[config.mk]
export PLATFORM = sky130hd
export DESIGN_NAME = debug_bus_arbiter
export DESIGN_NICKNAME = d
export VERILOG_FILES = /design/src/rtl/debug_bus_arbiter.sv
export SDC_FILE = /design/constraint.sdc
export NUM_CORES = 1
export LEC_CHECK = 0
export CAP_MARGIN = 20
export CORE_AREA = 2 2 118 120
export CTS_BUF_LIST = sky130_fd_sc_hd__clkbuf_16
export DETAILED_ROUTE_END_ITERATION = 10
export DIE_AREA = 0 0 120 122
export GPL_TIMING_DRIVEN = 0
export PLACE_DENSITY = 0.8
export SETUP_SLACK_MARGIN = 0.2
export SLEW_MARGIN = 20
export SYNTH_ARGS = -nofsm -noshare
export SYNTH_HDL_FRONTEND = slang
export SYNTH_SLANG_ARGS = --single-unit
[constraint.sdc]
create_clock -name clk -period 3.9 [get_ports clk]
set_input_delay 0.585 -clock clk [delete_from_list [all_inputs] [get_ports clk]]
set_output_delay 0.585 -clock clk [all_outputs]
set_load 0.01 [all_outputs]
[src/rtl/debug_bus_arbiter.sv]
// debug_bus_arbiter: round-robin arbiter sharing the debug register port
// between M0 (external debug host) and M1 (CPU MMIO path).
// Latency: request seen in IDLE at cycle N -> strobe at N+1 -> ack at N+2.
// Backpressure: a requester holds req until ack; the loser of a tie, or a
// requester arriving while the other is being served, waits for the next IDLE.
// Ports:
//   clk, rst                      clock, synchronous active-high reset
//   m0_req/wr/addr/wdata (in)     M0 request, direction, byte address, data
//   m0_ack/err/rdata (out)        M0 completion pulse, error flag, read data
//   m1_*                          same set for M1
//   debug_addr/read/write/
//     write_data (out)            register-file access port
//   debug_read_data (in)          combinational read data from register file
//   busy (out)                    high whenever the FSM is not in IDLE
module debug_bus_arbiter #(
  parameter logic [31:0] DBG_BASE = 32'h2000_0000,
  parameter int unsigned NUM_REGS = 7
) (
  input  logic        clk,
  input  logic        rst,
  input  logic        m0_req,
  input  logic        m0_wr,
  input  logic [31:0] m0_addr,
  input  logic [31:0] m0_wdata,
  output logic        m0_ack,
  output logic        m0_err,
  output logic [31:0] m0_rdata,
  input  logic        m1_req,
  input  logic        m1_wr,
  input  logic [31:0] m1_addr,
  input  logic [31:0] m1_wdata,
  output logic        m1_ack,
  output logic        m1_err,
  output logic [31:0] m1_rdata,
  output logic [31:0] debug_addr,
  output logic        debug_read,
  output logic        debug_write,
  output logic [31:0] debug_write_data,
  input  logic [31:0] debug_read_data,
  output logic        busy
);

  localparam logic [31:0] DBG_END = DBG_BASE + 32'(4 * NUM_REGS);

  typedef enum logic [1:0] {
    IDLE   = 2'd0,
    ACCESS = 2'd1,
    RESP   = 2'd2
  } state_t;

  state_t      state;
  state_t      state_next;

  logic        last_m1;     // 1: M1 was granted last, so M0 wins the next tie
  logic        gnt_m1;      // master owning the access in flight
  logic        acc_wr;
  logic        acc_err;

  logic        grant;
  logic        grant_m1;
  logic        sel_wr;
  logic [31:0] sel_addr;
  logic [31:0] sel_wdata;
  logic        sel_legal;
  logic [31:0] rdata_cap;

  always_ff @(posedge clk) begin
    if (rst) begin
      state <= IDLE;
    end else begin
      state <= state_next;
    end
  end

  always_comb begin
    state_next = state;
    grant      = 1'b0;
    grant_m1   = 1'b0;
    case (state)
      IDLE: begin
        if (m0_req || m1_req) begin
          grant      = 1'b1;
          grant_m1   = (m0_req && m1_req) ? !last_m1 : m1_req;
          state_next = ACCESS;
        end
      end
      ACCESS:  state_next = RESP;
      RESP:    state_next = IDLE;
      default: state_next = IDLE;
    endcase
  end

  assign sel_wr    = grant_m1 ? m1_wr    : m0_wr;
  assign sel_addr  = grant_m1 ? m1_addr  : m0_addr;
  assign sel_wdata = grant_m1 ? m1_wdata : m0_wdata;
  assign sel_legal = (sel_addr >= DBG_BASE) && (sel_addr < DBG_END) &&
                     (sel_addr[1:0] == 2'b00);

  // Writes and rejected accesses return zero data.
  assign rdata_cap = (!acc_err && !acc_wr) ? debug_read_data : 32'd0;

  // debug_addr / debug_write_data double as the payload latch: they are
  // loaded once at grant and ignore later payload changes.
  always_ff @(posedge clk) begin
    if (rst) begin
      last_m1          <= 1'b1;
      gnt_m1           <= 1'b0;
      acc_wr           <= 1'b0;
      acc_err          <= 1'b0;
      debug_addr       <= 32'd0;
      debug_write_data <= 32'd0;
      debug_read       <= 1'b0;
      debug_write      <= 1'b0;
      m0_ack           <= 1'b0;
      m0_err           <= 1'b0;
      m0_rdata         <= 32'd0;
      m1_ack           <= 1'b0;
      m1_err           <= 1'b0;
      m1_rdata         <= 32'd0;
      busy             <= 1'b0;
    end else begin
      debug_read <= 1'b0;
      debug_write <= 1'b0;
      m0_ack     <= 1'b0;
      m0_err     <= 1'b0;
      m0_rdata   <= 32'd0;
      m1_ack     <= 1'b0;
      m1_err     <= 1'b0;
      m1_rdata   <= 32'd0;
      busy       <= (state_next != IDLE);

      if (grant) begin
        last_m1          <= grant_m1;
        gnt_m1           <= grant_m1;
        acc_wr           <= sel_wr;
        acc_err          <= !sel_legal;
        debug_addr       <= sel_addr;
        debug_write_data <= sel_wdata;
        debug_read       <= sel_legal && !sel_wr;
        debug_write      <= sel_legal && sel_wr;
      end

      // Response registers load at the end of ACCESS so they are visible in RESP.
      if (state == ACCESS) begin
        if (gnt_m1) begin
          m1_ack   <= 1'b1;
          m1_err   <= acc_err;
          m1_rdata <= rdata_cap;
        end else begin
          m0_ack   <= 1'b1;
          m0_err   <= acc_err;
          m0_rdata <= rdata_cap;
        end
      end
    end
  end

endmodule
==> flow_metrics.py <==
metrics = {
    "layout": {
        "stdcell_count": 1042,
        "area_growth_pct": 77.3,
        "nNetsFinal": 1015,
        "diodes": 0,
        "layout_commonest_cell": "clkdlybuf4s50_1",
        "layout_common_cells": "clkdlybuf4s50_1, dfxtp_1, nand2_1",
        "drive_above_1_share": 0.0441,
    },
    "worst_setup_path": {
        "reg2reg_to": "debug_write_data[25]$_SDFFE_PP0P_",
        "path_class": "in2reg",
        "arrival_ns": 3.08,
        "r2r_setup_slack_ns": 1.54,
        "endpoint": "debug_write_data[25]$_SDFFE_PP0P_",
        "reg2regPathDepth": 6,
        "crit_path_max_fanout": 10,
        "r2r_start": "last_m1$_SDFFE_PP1P_",
        "startpoint": "m1_req",
        "cp_data_required_time_ns": 4.23,
        "worstSetupEndpointType": "flop",
        "worstSetupStartpointType": "input port",
    },
    "cts": {
        "clk_pin_slew_worst_paths_ns": 0.06,
        "clk_latency_ns": 0.41,
        "cts_max_path_buffers": 2,
        "hold_buffers": 0,
        "htree_levels": 4,
        "cts.sinks": 141,
        "cts_buffers": 17,
        "cts_tree": "built",
        "cts_setup_buffers": 0,
        "cts_root_buffer": "clkbuf_16",
        "cts_resized": 0,
    },
    "timing": {
        "hold_ws_ns": 0.451,
        "finalMaxSlewViolations": 0,
        "clock.fmax_mhz": 363,
        "worst_pin_slew_ns": 0.922,
        "grt_setup_unrepaired": "no",
        "hold_viol": 0,
        "layout_min_cycle_time_ns": 2.75,
        "period_share": 0.706,
        "relSlewSlack": 0.381,
        "setup_violations": 0,
        "fin_setup_tns_ns": 0,
        "fin_skew_ns": 0.00843,
    },
    "routing": {
        "wl_met3_mm": 1.68,
        "drc": 0,
        "drt-total-wl_mm": 17.9,
        "vias": 5347,
        "first_pass_iters": 5,
        "avgViaCountPerCell": 5.13,
        "wl_met1_mm": 6.65,
        "highest_layer": "met4",
        "met2WireLength_mm": 8.92,
        "ant_nets": 0,
        "wl_per_cell_um": 17.2,
        "drt_iter0_drc": 319,
    },
    "placed_design": {
        "dp_cells": 1010,
        "gp_congestion": 0.918,
        "dp_hpwl_mm": 13.9,
        "io_buffers": 299,
    },
    "yosys": {
        "synth_area_per_cell_um2": 9.31,
        "synth_area_um2": 4940,
        "ys_seq_elements": 141,
        "yosysWarnings": 0,
        "synth_top_area_cell": "dfxtp_1",
        "ys_types": 31,
        "synth_area_leaders": "dfxtp_1, and3_1, nand2_1, a311oi_1, o221ai_1",
        "synth_seq_area_share": 0.571,
        "synth_top_area_frac": 0.571,
        "synth_nets": 697,
        "syn_inst": 531,
    },
    "global_routing": {
        "grt_max_degree": 17,
        "grtUsageTotal": 0.244,
        "grt_pass1_vias": 5247,
        "antenna_found_initial": 0,
        "grt_pass1_wl_mm": 27.6,
        "grt_overflow": 0,
    },
    "floorplanning": {
        "core-area_um2": 13500,
        "start_util": 0.366,
        "die_h_um": 122,
        "dieArea_um2": 14600,
        "die_width_um": 120,
        "io_pins": 301,
        "rows": 43,
    },
    "pwr": {
        "clkPwrFrac": 0.414,
        "swShare": 0.269,
        "intPower_uw": 2880,
        "power.share.combinational": 0.185,
        "power_leakage_uw": 0.00344,
        "power.switching_uw": 1060,
        "vdd_drop_max_mv": 0.304,
        "cellPowerDensity_nw_per_um2": 450,
        "p_seq_frac": 0.401,
    },
    "run_status": {
        "status": "complete, no violations",
    },
    "min_path": {
        "min_path_type": "reg2reg",
    },
    "job": {
        "drv_cap": 0,
    },
}
==> power groups by stage <==
stage | sequential [uW] | combinational [uW] | clock [uW]
floorplan | 1650 | 241 | 0
global placement | 1610 | 722 | 0
detailed placement | 1610 | 726 | 0
CTS | 1580 | 730 | 1650
global route | 1590 | 789 | 1730
finish | 1580 | 729 | 1630
==> worst max-delay path, cell delays in order <==
cell and delay (ns):
clkdlybuf4s50_1 0.49, a21bo_2 0.29, nor3_1 0.34, clkbuf_1 0.47, buf_1 0.43, o221ai_1 0.24
a21oi_1 0.23
==> area by class of cell <==
cell class	instances	area, um2
Tap cell	180	225
Multi-Input combinational cell	341	1930
Clock buffer	17	425
Inverter	1	3.75
Buffer	48	181
Sequential cell	141	2820
Clock inverter	15	176
Fill cell	1126	4740
Timing Repair Buffer	299	2990
==> state kept, by name, summed over array words and instances (netlist names), 2 cells and up <==
register and count:
state 2, debug_addr 32, m0_rdata 32, m1_rdata 32, debug_write_data 32
==> worst min path at each step <==
stage	end	depth (start not counted)	slack, ns	startpoint
floorplan	last_m1$_SDFFE_PP1P_	2	0.44	last_m1$_SDFFE_PP1P_
global placement	debug_write_data[21]$_SDFFE_PP0P_	2	0.44	debug_write_data[21]$_SDFFE_PP0P_
detailed placement	debug_write_data[6]$_SDFFE_PP0P_	2	0.44	debug_write_data[6]$_SDFFE_PP0P_
CTS	debug_write_data[27]$_SDFFE_PP0P_	2	0.45	debug_write_data[27]$_SDFFE_PP0P_
global route	debug_write_data[30]$_SDFFE_PP0P_	2	0.47	debug_write_data[30]$_SDFFE_PP0P_
finish	debug_write_data[7]$_SDFFE_PP0P_	2	0.45	debug_write_data[7]$_SDFFE_PP0P_
==> cells by family (layout without fill, tap and decap cells) <==
group / Yosys count / in the layout / share of synthesized area
buf+inv: 49 / 380 / 0.0375
compound gates: 105 / 105 / 0.162
mux: 2 / 2 / 0.00430
simple gates: 234 / 234 / 0.225
flops: 141 / 141 / 0.571
==> Yosys cell counts <==
| master | number |
|---|---|
| o21ai_1 | 1 |
| a21oi_1 | 33 |
| nor4_1 | 11 |
| nor2_1 | 41 |
| a31o_1 | 1 |
| nand4_1 | 2 |
| buf_2 | 1 |
| mux2_2 | 1 |
| nor3b_1 | 1 |
| buf_1 | 2 |
| nor4b_1 | 1 |
| a311oi_1 | 33 |
| nand2_1 | 100 |
| and3_1 | 66 |
| o221ai_1 | 31 |
| clkbuf_1 | 45 |
| dfxtp_1 | 141 |
| a21bo_2 | 1 |
| inv_1 | 1 |
| or4_4 | 1 |
| a211oi_1 | 1 |
| or3_1 | 1 |
| o21a_1 | 1 |
| a2111oi_2 | 2 |
| nor3_1 | 3 |
| o21ai_0 | 1 |
| or4_1 | 1 |
| mux2i_1 | 1 |
| nand3_1 | 4 |
| nand3b_1 | 1 |
| and2_1 | 1 |
==> stage by stage <==
stage | util | power (uW) | setup slack (ns) | area [um2]
after floorplan | - | 1890 | 1.63 | 4940
final | 0.649 | 3940 | 1.15 | 8760
after global placement | 0.604 | 2330 | 0.770 | 8160
after detailed placement | 0.604 | 2340 | 0.740 | 8160
after global routing | 0.649 | 4110 | 0.997 | 8760
after CTS | 0.649 | 3960 | 1.13 | 8760
==> per-layer routing <==
layer  vias up  track usage
met2       315        0.429
li1       2562            -
met1      2425        0.267
met5         -            0
met4         0        0.124
met3        45       0.0721
Power figures use the tool's default switching activity.
